**src/rtl/mem_resp_stage.sv**
```systemverilog
`default_nettype none
// ============================================================================
// Module   : mem_resp_stage
// Purpose  : Memory-access pipeline stage between execute and write-back.
//            Accepts one instruction per handshake, waits for the data-SRAM
//            response on loads/stores, extracts and extends load data and
//            presents the write-back bus. A response that arrives while
//            write-back back-pressures is held until write-back accepts.
// Revision : 1.0 - initial release
//
// Ports
//   clk             clock
//   resetn          asynchronous, active-low reset
//   es_to_ms_valid  execute stage holds a valid instruction
//   es_to_ms_bus    {mem_we, res_from_mem, ld_type[2:0], gr_we, dest[4:0],
//                    alu_result[31:0], pc[31:0]}
//   ms_allowin      this stage accepts a new instruction this cycle
//   ws_allowin      write-back stage accepts
//   ms_to_ws_valid  write-back bus is valid
//   ms_to_ws_bus    {gr_we, dest[4:0], final_result[31:0], pc[31:0]}
//   data_data_ok    one-cycle data-SRAM response pulse
//   data_rdata      load data, valid with data_data_ok
//   ms_to_ds_bus    (MS_FWD_EN only) {ms_valid&gr_we, ms_data_pending,
//                    dest[4:0], final_result[31:0]} for decode bypass/stall
//
// Optional feature macro: MS_FWD_EN
// ============================================================================
module mem_resp_stage #(
    parameter int ES_BUS_WD = 75,
    parameter int WS_BUS_WD = 70
) (
    input  logic                 clk,
    input  logic                 resetn,
    input  logic                 es_to_ms_valid,
    input  logic [ES_BUS_WD-1:0] es_to_ms_bus,
    output logic                 ms_allowin,
    input  logic                 ws_allowin,
    output logic                 ms_to_ws_valid,
    output logic [WS_BUS_WD-1:0] ms_to_ws_bus,
    input  logic                 data_data_ok,
`ifdef MS_FWD_EN
    input  logic [31:0]          data_rdata,
    output logic [38:0]          ms_to_ds_bus
`else
    input  logic [31:0]          data_rdata
`endif
);

    localparam logic [1:0] c_IDLE = 2'd0;
    localparam logic [1:0] c_WAIT = 2'd1;
    localparam logic [1:0] c_HELD = 2'd2;

    logic                 r_ms_valid;
    logic [1:0]           r_state;
    logic [1:0]           w_state_nxt;
    logic [ES_BUS_WD-1:0] r_bus;
    logic [31:0]          r_held;

    // Fields of the latched instruction
    logic        w_mem_we;
    logic        w_res_from_mem;
    logic [2:0]  w_ld_type;
    logic        w_gr_we;
    logic [4:0]  w_dest;
    logic [31:0] w_alu_result;
    logic [31:0] w_pc;

    assign w_mem_we       = r_bus[74];
    assign w_res_from_mem = r_bus[73];
    assign w_ld_type      = r_bus[72:70];
    assign w_gr_we        = r_bus[69];
    assign w_dest         = r_bus[68:64];
    assign w_alu_result   = r_bus[63:32];
    assign w_pc           = r_bus[31:0];

    logic w_need_resp;
    logic w_ready_go;
    logic w_accept;
    logic w_new_need_resp;
    logic w_capture;

    assign w_need_resp = r_ms_valid & (w_mem_we | w_res_from_mem);

    // A response arriving in WAIT forwards combinationally in the same cycle.
    assign w_ready_go = r_ms_valid &
                        (~w_need_resp | (r_state == c_HELD) |
                         ((r_state == c_WAIT) & data_data_ok));

    assign ms_allowin     = ~r_ms_valid | (w_ready_go & ws_allowin);
    assign ms_to_ws_valid = r_ms_valid & w_ready_go;

    assign w_accept        = es_to_ms_valid & ms_allowin;
    assign w_new_need_resp = es_to_ms_bus[74] | es_to_ms_bus[73];

    // Only a response for the current instruction is captured; pulses seen
    // in IDLE or HELD are stale and dropped.
    assign w_capture = (r_state == c_WAIT) & data_data_ok & ~ws_allowin;

    // ------------------------------------------------------------------
    // State machine
    // ------------------------------------------------------------------
    always_ff @(posedge clk or negedge resetn) begin
        if (!resetn) begin
            r_state    <= c_IDLE;
            r_ms_valid <= 1'b0;
        end else begin
            r_state <= w_state_nxt;
            if (ms_allowin) begin
                r_ms_valid <= es_to_ms_valid;
            end
        end
    end

    always_comb begin
        w_state_nxt = r_state;
        if (w_accept) begin
            w_state_nxt = w_new_need_resp ? c_WAIT : c_IDLE;
        end else if (ms_allowin) begin
            // Stage drains (or was already empty) with nothing new arriving.
            w_state_nxt = c_IDLE;
        end else if (w_capture) begin
            w_state_nxt = c_HELD;
        end
    end

    // ------------------------------------------------------------------
    // Data registers: contents are meaningless while the stage is invalid,
    // so they carry no reset.
    // ------------------------------------------------------------------
    always_ff @(posedge clk) begin
        if (w_accept) begin
            r_bus <= es_to_ms_bus;
        end
        if (w_capture) begin
            r_held <= data_rdata;
        end
    end

    // ------------------------------------------------------------------
    // Load extraction
    // ------------------------------------------------------------------
    logic [31:0] w_rdata_sel;
    logic [1:0]  w_off;
    logic [7:0]  w_byte;
    logic [15:0] w_half;
    logic [31:0] w_load_val;
    logic [31:0] w_final_result;

    assign w_rdata_sel = (r_state == c_HELD) ? r_held : data_rdata;
    assign w_off       = w_alu_result[1:0];

    always_comb begin
        w_byte = w_rdata_sel[7:0];
        case (w_off)
            2'd0:    w_byte = w_rdata_sel[7:0];
            2'd1:    w_byte = w_rdata_sel[15:8];
            2'd2:    w_byte = w_rdata_sel[23:16];
            default: w_byte = w_rdata_sel[31:24];
        endcase
    end

    // Halfword lane chosen by off[1]; off[0] is ignored (no alignment check).
    assign w_half = w_off[1] ? w_rdata_sel[31:16] : w_rdata_sel[15:0];

    always_comb begin
        w_load_val = w_rdata_sel;
        case (w_ld_type)
            3'b000:  w_load_val = {{24{w_byte[7]}}, w_byte};
            3'b100:  w_load_val = {24'd0, w_byte};
            3'b001:  w_load_val = {{16{w_half[15]}}, w_half};
            3'b101:  w_load_val = {16'd0, w_half};
            default: w_load_val = w_rdata_sel;
        endcase
    end

    assign w_final_result = w_res_from_mem ? w_load_val : w_alu_result;

    assign ms_to_ws_bus = {w_gr_we, w_dest, w_final_result, w_pc};

`ifdef MS_FWD_EN
    logic w_data_pending;

    // Decode must stall on a load whose data is not yet available.
    assign w_data_pending = r_ms_valid & w_res_from_mem & ~w_ready_go;
    assign ms_to_ds_bus   = {r_ms_valid & w_gr_we, w_data_pending, w_dest,
                             w_final_result};
`endif

endmodule
`default_nettype wire
```
**config.mk**
```make
export PLATFORM = sky130hd
export DESIGN_NAME = mem_resp_stage
export DESIGN_NICKNAME = d
export VERILOG_FILES = /design/src/rtl/mem_resp_stage.sv
export SDC_FILE = /design/constraint.sdc
export NUM_CORES = 1
export LEC_CHECK = 0
export ABC_AREA = 1
export ABC_CLOCK_PERIOD_IN_PS = 6200
export CAP_MARGIN = 10
export CELL_PAD_IN_SITES_DETAIL_PLACEMENT = 0
export CELL_PAD_IN_SITES_GLOBAL_PLACEMENT = 1
export CORE_AREA = 2 2 129 131
export DETAILED_ROUTE_END_ITERATION = 10
export DIE_AREA = 0 0 131 133
export PLACE_DENSITY = 0.82
export SETUP_SLACK_MARGIN = 0.1
export SLEW_MARGIN = 10
export SYNTH_ARGS = -nofsm -noshare
export SYNTH_HDL_FRONTEND = slang
export SYNTH_SLANG_ARGS = --single-unit
```
**constraint.sdc**
```tcl
create_clock -name clk -period 6.2 [get_ports clk]
set_clock_uncertainty 0.05 [all_clocks]
set_input_delay 0.62 -clock clk [delete_from_list [all_inputs] [get_ports clk]]
set_output_delay 0.62 -clock clk [all_outputs]
set_load 0.02 [all_outputs]
```
==> metrics.md, run 1 <==
| Metric | Value |
|---|---|
| Least-Margin Pin Slew | 0.933 ns |
| Die width | 131 um |
| Cell area after synthesis | 5350 um^2 |
| Global route total overflow | 0 |
| P&R area growth vs syn | 38.2% |
| EDFF count, synth | 107 |
| DIE AREA | 17400 um^2 |
| Initial antenna violation count | 0 |
| CP delay by family, top | simple AND/OR/NAND/NOR gates |
| Metal2 WL | 6620 um |
| First-pass GRT wire length | 22100 um |
| Mean Syn Cell Area | 10.0 um^2 |
| Top Layer Used | met4 |
| Estimated wirelength of the detail-placed design | 10400 um |
| Fin. max-slew vios | 0 |
| Flops & latches, synth | 110 |
| Num rows | 47 |
| Max stage delay cell, worst path | nand2_2 |
| Cells after synthesis | 533 |
| Cell taking the most area after synthesis | edfxtp_1 |
| Antenna Nets Post-Route | 0 |
| Clock-pin slew on the worst setup and hold paths | 0.07 ns |
| Maximum clock frequency | 0.253 GHz |
| # clock sinks | 110 |
| CP max FO | 39 |
| Hold WC Path Type | input port to asynchronous set/reset pin |
| Status | finished clean |
| Leading post-synthesis cells by cell area | edfxtp_1, nand2_1, buf_4 |
| Synth Flop Type | edfxtp_1 |
| Pre-CTS setup slack | 2.56 ns |
| Setup TNS | 0 ns |
| Largest net degree at the start of global routing | 69 |
| Most frequent cell after synthesis | nand2_1 |
| # fillers | 1510 |
| CP bufs+invs | 3 |
| Worst EP arrival | 3.29 ns |
| Share of layout cells above drive strength 1 | 8.14% |
| Initial Utilization | 33.1% |
| Synth warn | 0 |
| Num CTS Buffers | 9 |
| TritonRoute pass-1 iters | 4 |
| RSZ-0062 raised after global routing | false |
| Port bufs | 183 |
| GRT Total Usage | 16.7% |
| Root Buffer | clkbuf_16 |
| Residual DRC | 0 |
| Nets | 783 |
| Final min period | 3.96 ns |
| CTS resizes | 0 |
| Data required time of the worst path | 5.53 ns |
| Max IR drop VDD | 0.000191 V |
| Postcts setup bufs | 0 |
| Asr flop ratio synth | 2.73% |
| Clock latency on the worst-skew pair | 0.34 ns |
| I/O pin count | 184 |
| Fin crit share | 63.8% |
| Post-synthesis net count | 645 |
| Startpoint types | register |
| CP endpoint kind | output port |
| Core area | 16200 um^2 |
| Metal3 WL | 1500 um |
| Library cells used by synthesis | 27 |
| Hold Vio Cnt, Final | 0 |
| CTS tree | done |
| Final setup violating endpoints | 0 |
| Vias in the first global route | 4212 |
| Total wire length | 14200 um |
| Die H | 133 um |
| CTS hold repair buffers | 0 |
| Avg WL per Cell | 15.8 um |
| Power Dens Cells | 323 nW/um^2 |
| WS Path Type | register to output port |
| Headroom to the max-slew limit | 37.8% |
| Crit path largest cell delay | 0.68 ns |
| Gpl congestion | 0.799 |
| Detailed Route Iter0 Violations | 189 |
| Clock buffer depth | 2 |
| Seq/Total Area, Yosys | 61.5% |
| Routed length on met1 | 5840 um |
| Inserted Diodes | 0 |
| Crit-path cells | inv_2, nand2_2, nand2_1, nand3_1, nand3_2, nand3_1, nand2_1, inv_1, clkdlybuf4s50_1 |
| Via count | 4049 |
| Max-cap viol count | 0 |
| Via density | 4.52 |
| Setup ws final | 2.24 ns |
| Static leakage | 3.03 nW |
| H-tree levels | 3 |
| Yosys top cell area share | 60.1% |
| Synth top cells by count | nand2_1, edfxtp_1, inv_1, nand3_1, buf_4 |
path summary, 6_finish.rpt:
path	cells past startpoint	start	slack, ns	to
worst max-delay path	9	r_state[0]	2.24	ms_to_ws_bus[62]
worst min-delay path	1	resetn	0.41	r_ms_valid
worst max register to register	8	r_state[0]	3.14	r_state[0]
worst min register to register	2	r_state[1]	0.62	r_state[1]
max in group asynchronous	1	resetn	5.54	r_state[0]
min in group clk	2	r_state[1]	0.62	r_state[1]
per-stage QoR:
step	cells	total power [W]	cell area, um^2	utilization (%)	hold WS (ns)
3_5_place_dp	879	0.00183	7060	43.7	0.616
6_report	896	0.00239	7390	45.7	0.407
3_3_place_gp	879	0.00182	7060	43.7	0.605
5_1_grt	896	0.00252	7390	45.7	0.412
4_1_cts	895	0.00242	7360	45.5	0.393
2_1_floorplan	533	0.00152	5350	-	0.274
cell families after synthesis:
logic type,share of synthesized area (%)
AOI/OAI and AO/OA,4.14
buffers and inverters,11.5
DFF,61.5
muxes,1.31
and+or+nand+nor,21.6
worst register-to-register path: cells and delay by family (launching register included):
family	cells	cell delay, ns
buf+inv	2	0.85
flops	1	0.43
compound gates	3	0.47
simple gates	3	1.17
layout by cell type (no fill, tap or decap), types with 3 or more instances in the layout:
| master | netlist | final |
|---|---|---|
| nand2_1 | 163 | 163 |
| o21ai_1 | 4 | 4 |
| or2_2 | 17 | 17 |
| dfrtp_1 | 3 | 3 |
| clkdlybuf4s50_1 | 0 | 183 |
| nand3_2 | 3 | 3 |
| edfxtp_1 | 107 | 107 |
| inv_1 | 51 | 51 |
| o21ai_2 | 6 | 6 |
| a21oi_1 | 16 | 16 |
| mux2i_1 | 7 | 7 |
| o21ai_0 | 8 | 8 |
| nand3_1 | 51 | 51 |
| nor2_1 | 23 | 21 |
| clkbuf_16 | 0 | 9 |
| nand2_2 | 4 | 4 |
sequential cells by signal (all words and copies together) (netlist names):
name and flops:
r_state 2, r_held 32, r_bus 75, r_ms_valid 1
area by class of cell:
cell class / instances / area, um^2 / area share [%]
inverter: 53 / 199 / 2.69
tap: 220 / 275 / 3.72
clock buffer: 10 / 229 / 3.10
clock inverter: 6 / 71.3 / 0.965
sequential: 110 / 3290 / 44.5
multi-input combinational: 311 / 1460 / 19.7
timing repair buffer: 186 / 1870 / 25.4
report_power, final:
part,internal (W),switching [W]
Sequential,0.000933,0.0000501
Combinational,0.000341,0.000481
Clock,0.000317,0.000269
layer usage:
layer	global-route usage, %	vias to the layer above
met5	0	-
met4	4.91	0
met3	7.04	15
met2	26.7	167
met1	20.6	1875
li1	-	1992
No activity file was read; power rests on OpenSTA's default activity.
==> run 2, diff against run 1 <==
--- a/config.mk
+++ b/config.mk
@@ -6,7 +6,7 @@
 export NUM_CORES = 1
 export LEC_CHECK = 0
 export ABC_AREA = 1
-export ABC_CLOCK_PERIOD_IN_PS = 6200
+export ABC_CLOCK_PERIOD_IN_PS = 3900
 export CAP_MARGIN = 10
 export CELL_PAD_IN_SITES_DETAIL_PLACEMENT = 0
 export CELL_PAD_IN_SITES_GLOBAL_PLACEMENT = 1
==> constraint.sdc (replaced) <==
create_clock -name clk -period 3.9 [get_ports clk]
set_clock_uncertainty 0.05 [all_clocks]
set_input_delay 0.39 -clock clk [delete_from_list [all_inputs] [get_ports clk]]
set_output_delay 0.39 -clock clk [all_outputs]
set_load 0.02 [all_outputs]
==> run 2 against run 1 <==
Net effect:
- first-iteration DRC count shrank 20%
- routed wire length grew 4.0%
- largest cell class unchanged
- sequential share of layout area is essentially flat
- final area is essentially flat
- critical endpoint is now ms_to_ws_bus[33]
- count of clock-buffer cells in the layout shrank 1
- sequential power grew 58%
- critical path depth grew 4
- critical path type unchanged
- setup slack lost 1.6 ns
- via count grew 1.4%
- sequential cell count is the same
- global-route usage grew 0.74 points
==> metrics.md, run 2 (synthesis gave the netlist of run 1 again) <==
| Metric | Value |
|---|---|
| Status | finished clean |
| Power Dens Cells | 508 nW/um^2 |
| Max reg flops | 75 |
| Clock latency on the worst-skew pair | 0.36 ns |
| GRT Total Usage | 17.5% |
| I/O pin count | 184 |
| DIE AREA | 17400 um^2 |
| Antenna Nets Post-Route | 0 |
| Residual DRC | 0 |
| Avg WL per Cell | 16.4 um |
| Final setup violating endpoints | 0 |
| TritonRoute pass-1 iters | 4 |
| RSZ-0062 raised after global routing | false |
| Root Buffer | clkbuf_16 |
| Gpl congestion | 0.795 |
| Postcts setup bufs | 0 |
| Final Util | 45.7% |
| Data required time of the worst path | 3.46 ns |
| Initial Utilization | 33.1% |
| Max-cap viol count | 0 |
| Maximum clock frequency | 0.309 GHz |
| Least-Margin Pin Slew | 0.839 ns |
| Initial antenna violation count | 0 |
| Share of layout cells above drive strength 1 | 8.69% |
| Static leakage | 3.04 nW |
| Estimated wirelength of the detail-placed design | 11000 um |
| Most frequent cells in the layout | clkdlybuf4s50_1, nand2_1, edfxtp_1 |
| P&R area growth vs syn | 38.1% |
| Register with the most flip-flops | r_bus |
| Fin crit share | 83.1% |
| Port bufs | 183 |
| CP max FO | 35 |
| Max stage delay cell, worst path | clkdlybuf4s50_1 |
| CTS hold repair buffers | 0 |
| Clock buffer depth | 2 |
| Via count | 4106 |
| Crit path largest cell delay | 0.54 ns |
| Inserted Diodes | 0 |
| Hold WC Path Type | input port to asynchronous set/reset pin |
| Commonest non-fill, non-tap cell in the layout | clkdlybuf4s50_1 |
| Headroom to the max-slew limit | 44.0% |
| Num CTS Buffers | 9 |
| Largest net degree at the start of global routing | 77 |
| Final min period | 3.24 ns |
| Detailed Route Iter0 Violations | 152 |
| CP most frequent cell | nand2_1 |
| Total power | 0.00375 W |
| Top Registers | r_bus x75, r_held x32, r_state x2 |
| Max IR drop VDD | 0.000292 V |
| Startpoint types | register |
| Nets | 787 |
| Global route total overflow | 0 |
| Final hold slack | 0.160 ns |
| WS Path Type | register to output port |
| Num rows | 47 |
| Die H | 133 um |
| Placement Cell Area | 7110 um^2 |
| Total wire length | 14700 um |
| CP endpoint kind | output port |
| Worst EP arrival | 2.80 ns |
| First-pass GRT wire length | 22700 um |
| Via density | 4.57 |
| # clock sinks | 110 |
| CTS resizes | 0 |
| CTS tree | done |
| Design Area, Final | 7390 um^2 |
| Hold Vio Cnt, Final | 0 |
| Die width | 131 um |
| Vias in the first global route | 4183 |
| Clock-pin slew on the worst setup and hold paths | 0.07 ns |
| Setup TNS | 0 ns |
| Crit-path cells | inv_2, nand2_2, buf_4, nand2_1, o21ai_2, nand2_1, nand2_1, nand2_1, o21ai_0, nand2_1, nand2_1, nand2_1, clkdlybuf4s50_1 |
| Core area | 16200 um^2 |
| Fin. max-slew vios | 0 |
| H-tree levels | 3 |
==> run 2: power breakdown <==
part	internal, W	switching, W	leakage (nW)
Clock	0.000435	0.000435	0.132
Combinational	0.000550	0.000786	1.89
Sequential	0.00148	0.0000645	1.02
==> run 2: worst max-delay path: cells and delay by family (launching register included) <==
family / cells / cell delay [ns]
compound gates: 2 / 0.18
buf+inv: 3 / 1.07
simple gates: 8 / 0.75
flops: 1 / 0.42
==> run 2: cell type report <==
type	count	area [um^2]
Clock buffer	9	225
Sequential cell	110	3290
Tap cell	220	275
Fill cell	1516	8780
Multi-Input combinational cell	311	1460
Timing Repair Buffer	190	1900
Clock inverter	6	47.5
Inverter	53	199
==> run 2: path summary, 6_finish.rpt <==
path | to | startpoint | depth (start not counted) | slack, ns
max | ms_to_ws_bus[33] | r_state[0] | 13 | 0.66
min | r_ms_valid | resetn | 1 | 0.16
max reg2reg | r_bus[40] | r_state[0] | 7 | 1.76
min reg2reg | r_state[1] | r_state[1] | 2 | 0.63
max in group asynchronous | r_state[1] | resetn | 1 | 3.50
min in group clk | r_bus[44] | es_to_ms_bus[44] | 1 | 0.53
==> run 2: per-stage QoR <==
stage / std cells / setup slack [ns]
CTS: 899 / 0.633
detailed placement: 884 / 1.04
finish: 899 / 0.661
global route: 899 / 0.428
floorplan: 533 / 0.397
global placement: 884 / 1.02
==> run 2: metal layers <==
layer	part of all wire (%)	vias up	track usage (%)
met1	42	1924	21.3
met2	48	170	28.6
met4	1.1	0	4.79
met5	0	-	0
met3	9.2	11	6.96
li1	-	2001	-
==> run 3, diff against run 2 <==
--- a/config.mk
+++ b/config.mk
@@ -6,14 +6,14 @@
 export NUM_CORES = 1
 export LEC_CHECK = 0
 export ABC_AREA = 1
-export ABC_CLOCK_PERIOD_IN_PS = 3900
+export ABC_CLOCK_PERIOD_IN_PS = 2900
 export CAP_MARGIN = 10
 export CELL_PAD_IN_SITES_DETAIL_PLACEMENT = 0
 export CELL_PAD_IN_SITES_GLOBAL_PLACEMENT = 1
-export CORE_AREA = 2 2 129 131
+export CORE_AREA = 2 2 135 137
 export DETAILED_ROUTE_END_ITERATION = 10
-export DIE_AREA = 0 0 131 133
-export PLACE_DENSITY = 0.82
+export DIE_AREA = 0 0 137 139
+export PLACE_DENSITY = 0.79
 export SETUP_SLACK_MARGIN = 0.1
 export SLEW_MARGIN = 10
 export SYNTH_ARGS = -nofsm -noshare
==> constraint.sdc (replaced) <==
create_clock -name clk -period 2.9 [get_ports clk]
set_clock_uncertainty 0.05 [all_clocks]
set_input_delay 0.29 -clock clk [delete_from_list [all_inputs] [get_ports clk]]
set_output_delay 0.29 -clock clk [all_outputs]
set_load 0.02 [all_outputs]
==> run 3 against run 2 <==
Net effect:
- global-route usage is 2.1 points lower
- final area rose by 2.3%
- non-clock buffer count increased by 8
==> metrics.md, run 3 (synthesis gave the netlist of run 1 again) <==
| Metric | Value |
|---|---|
| Status | finished clean |
| Crit-path cells | inv_2, nand2_4, buf_12, o21ai_2, nand2_1, nand2_1, nand2_1, o21ai_0, nand2_1, nand2_1, nand2_1, dlygate4sd2_1 |
| I/O pin count | 184 |
| Via density | 4.44 |
| Vias in the first global route | 4187 |
| Die width | 137 um |
| Area of the multi-input gates | 1490 um^2 |
| # fillers | 1736 |
| Initial Utilization | 30.3% |
| Fin. max-slew vios | 0 |
| Root Buffer | clkbuf_16 |
| Antenna Nets Post-Route | 0 |
| CTS hold repair buffers | 0 |
| Estimated wirelength of the detail-placed design | 10600 um |
| Avg WL per Cell | 15.8 um |
| Max stage delay cell, worst path | dfrtp_1 |
| Gpl congestion | 0.819 |
| GRT Total Usage | 15.3% |
| Startpoint types | register |
| P&R area growth vs syn | 41.3% |
| Num rows | 49 |
| Seq. cell area | 3290 um^2 |
| RSZ-0062 raised after global routing | false |
| DIE AREA | 19000 um^2 |
| Via count | 4063 |
| Clock buffer depth | 2 |
| Top Registers | r_bus x75, r_held x32, r_state x2 |
| Crit path largest cell delay | 0.43 ns |
| Global route total overflow | 0 |
| TritonRoute pass-1 iters | 5 |
| Die H | 139 um |
| Reg2Reg Depth | 6 |
| CP max FO | 18 |
| Clock-pin slew on the worst setup and hold paths | 0.07 ns |
| Setup TNS | 0 ns |
| Inserted Diodes | 0 |
| Maximum clock frequency | 0.382 GHz |
| Commonest non-fill, non-tap cell in the layout | nand2_1 |
| Final setup violating endpoints | 0 |
| First-pass GRT wire length | 22100 um |
| Register with the most flip-flops | r_bus |
| Max-cap viol count | 0 |
| Final min period | 2.62 ns |
| CP most frequent cell | nand2_1 |
| Initial antenna violation count | 0 |
| Data required time of the worst path | 2.56 ns |
| Reg-to-Reg Start | r_bus[73] |
| Share of layout cells above drive strength 1 | 10.6% |
| Hold Vio Cnt, Final | 0 |
| CP endpoint kind | output port |
| Residual DRC | 0 |
| # clock sinks | 110 |
| Port bufs | 183 |
| Crit. Startpoint | r_state[0] |
| Placed Instances | 899 |
| Final hold slack | 0.0607 ns |
| Final Util | 42.8% |
| Hold WC Path Type | input port to asynchronous set/reset pin |
| Most frequent cells in the layout | nand2_1, clkdlybuf4s50_1, edfxtp_1 |
| H-tree levels | 3 |
| Static leakage | 3.19 nW |
| Non-filler cells, final | 916 |
| Least-Margin Pin Slew | 0.517 ns |
| Num CTS Buffers | 9 |
| Fin crit share | 90.2% |
| Power Dens Cells | 694 nW/um^2 |
| Clock latency on the worst-skew pair | 0.35 ns |
| CTS tree | done |
| Nets | 795 |
| Detailed Route Iter0 Violations | 188 |
| Largest net degree at the start of global routing | 56 |
| Max IR drop VDD | 0.000272 V |
| Core area | 17700 um^2 |
| Headroom to the max-slew limit | 65.4% |
| WS Path Type | register to output port |
| Max reg flops | 75 |
| Total wire length | 14500 um |
| Worst EP arrival | 2.28 ns |
## run 3: worst paths after layout
check / endpoint / slack [ns]
max in group asynchronous: r_state[1] / 2.58
hold reg to reg: r_state[1] / 0.62
setup reg to reg: r_bus[59] / 0.60
setup / recovery: ms_to_ws_bus[34] / 0.28
min in group clk: r_bus[64] / 0.43
hold / removal: r_state[1] / 0.06
## run 3: power breakdown
| group | switching (W) | internal [W] | leakage (nW) |
|---|---|---|---|
| logic | 0.00109 | 0.000741 | 2.02 |
| registers | 0.0000809 | 0.00199 | 1.02 |
| clock network | 0.000583 | 0.000760 | 0.153 |
| total | 0.00175 | 0.00349 | 3.19 |
## run 3: worst max-delay path: cells and delay by family, from the launching register on
kind / cells / cell delay (ns)
AND/OR/NAND/NOR: 7 / 0.58
flip-flops: 1 / 0.43
AO/OA/AOI/OAI: 2 / 0.25
buffers and inverters: 3 / 0.64
## run 3: cell type report
cell class / instances / area share (%)
Sequential cell: 110 / 43.5
Clock buffer: 9 / 2.98
Timing Repair Buffer: 198 / 26.1
Tap cell: 229 / 3.79
Multi-Input combinational cell: 311 / 19.8
Clock inverter: 6 / 1.24
Inverter: 53 / 2.63
## run 3: what timing repair did
| action | CTS | global route |
|---|---|---|
| setup endpoints to repair | 31 | 22 |
| pin swaps | 0 | 0 |
| resized for setup | 34 | 7 |
| gates cloned | 0 | 1 |
| setup buffers | 1 | 0 |
## run 3: through the flow
step | instance area, um^2 | worst slack [ns] | total power [W]
after floorplan | 5360 | 0.289 | 0.00323
after global placement | 7180 | 0.241 | 0.00393
after detailed placement | 7180 | 0.207 | 0.00395
after CTS | 7510 | 0.0109 | 0.00528
after global routing | 7560 | 0.109 | 0.00557
final | 7560 | 0.283 | 0.00524
## run 3: per-layer routing
layer  track usage [%]  vias to the layer above  part of all wire, %
li1                  -                     2017                    -
met1              18.8                     1848                   41
met2              24.6                      183                   47
met3              5.63                       15                  9.7
met4              5.59                        0                  1.7
met5                 0                        -                    0
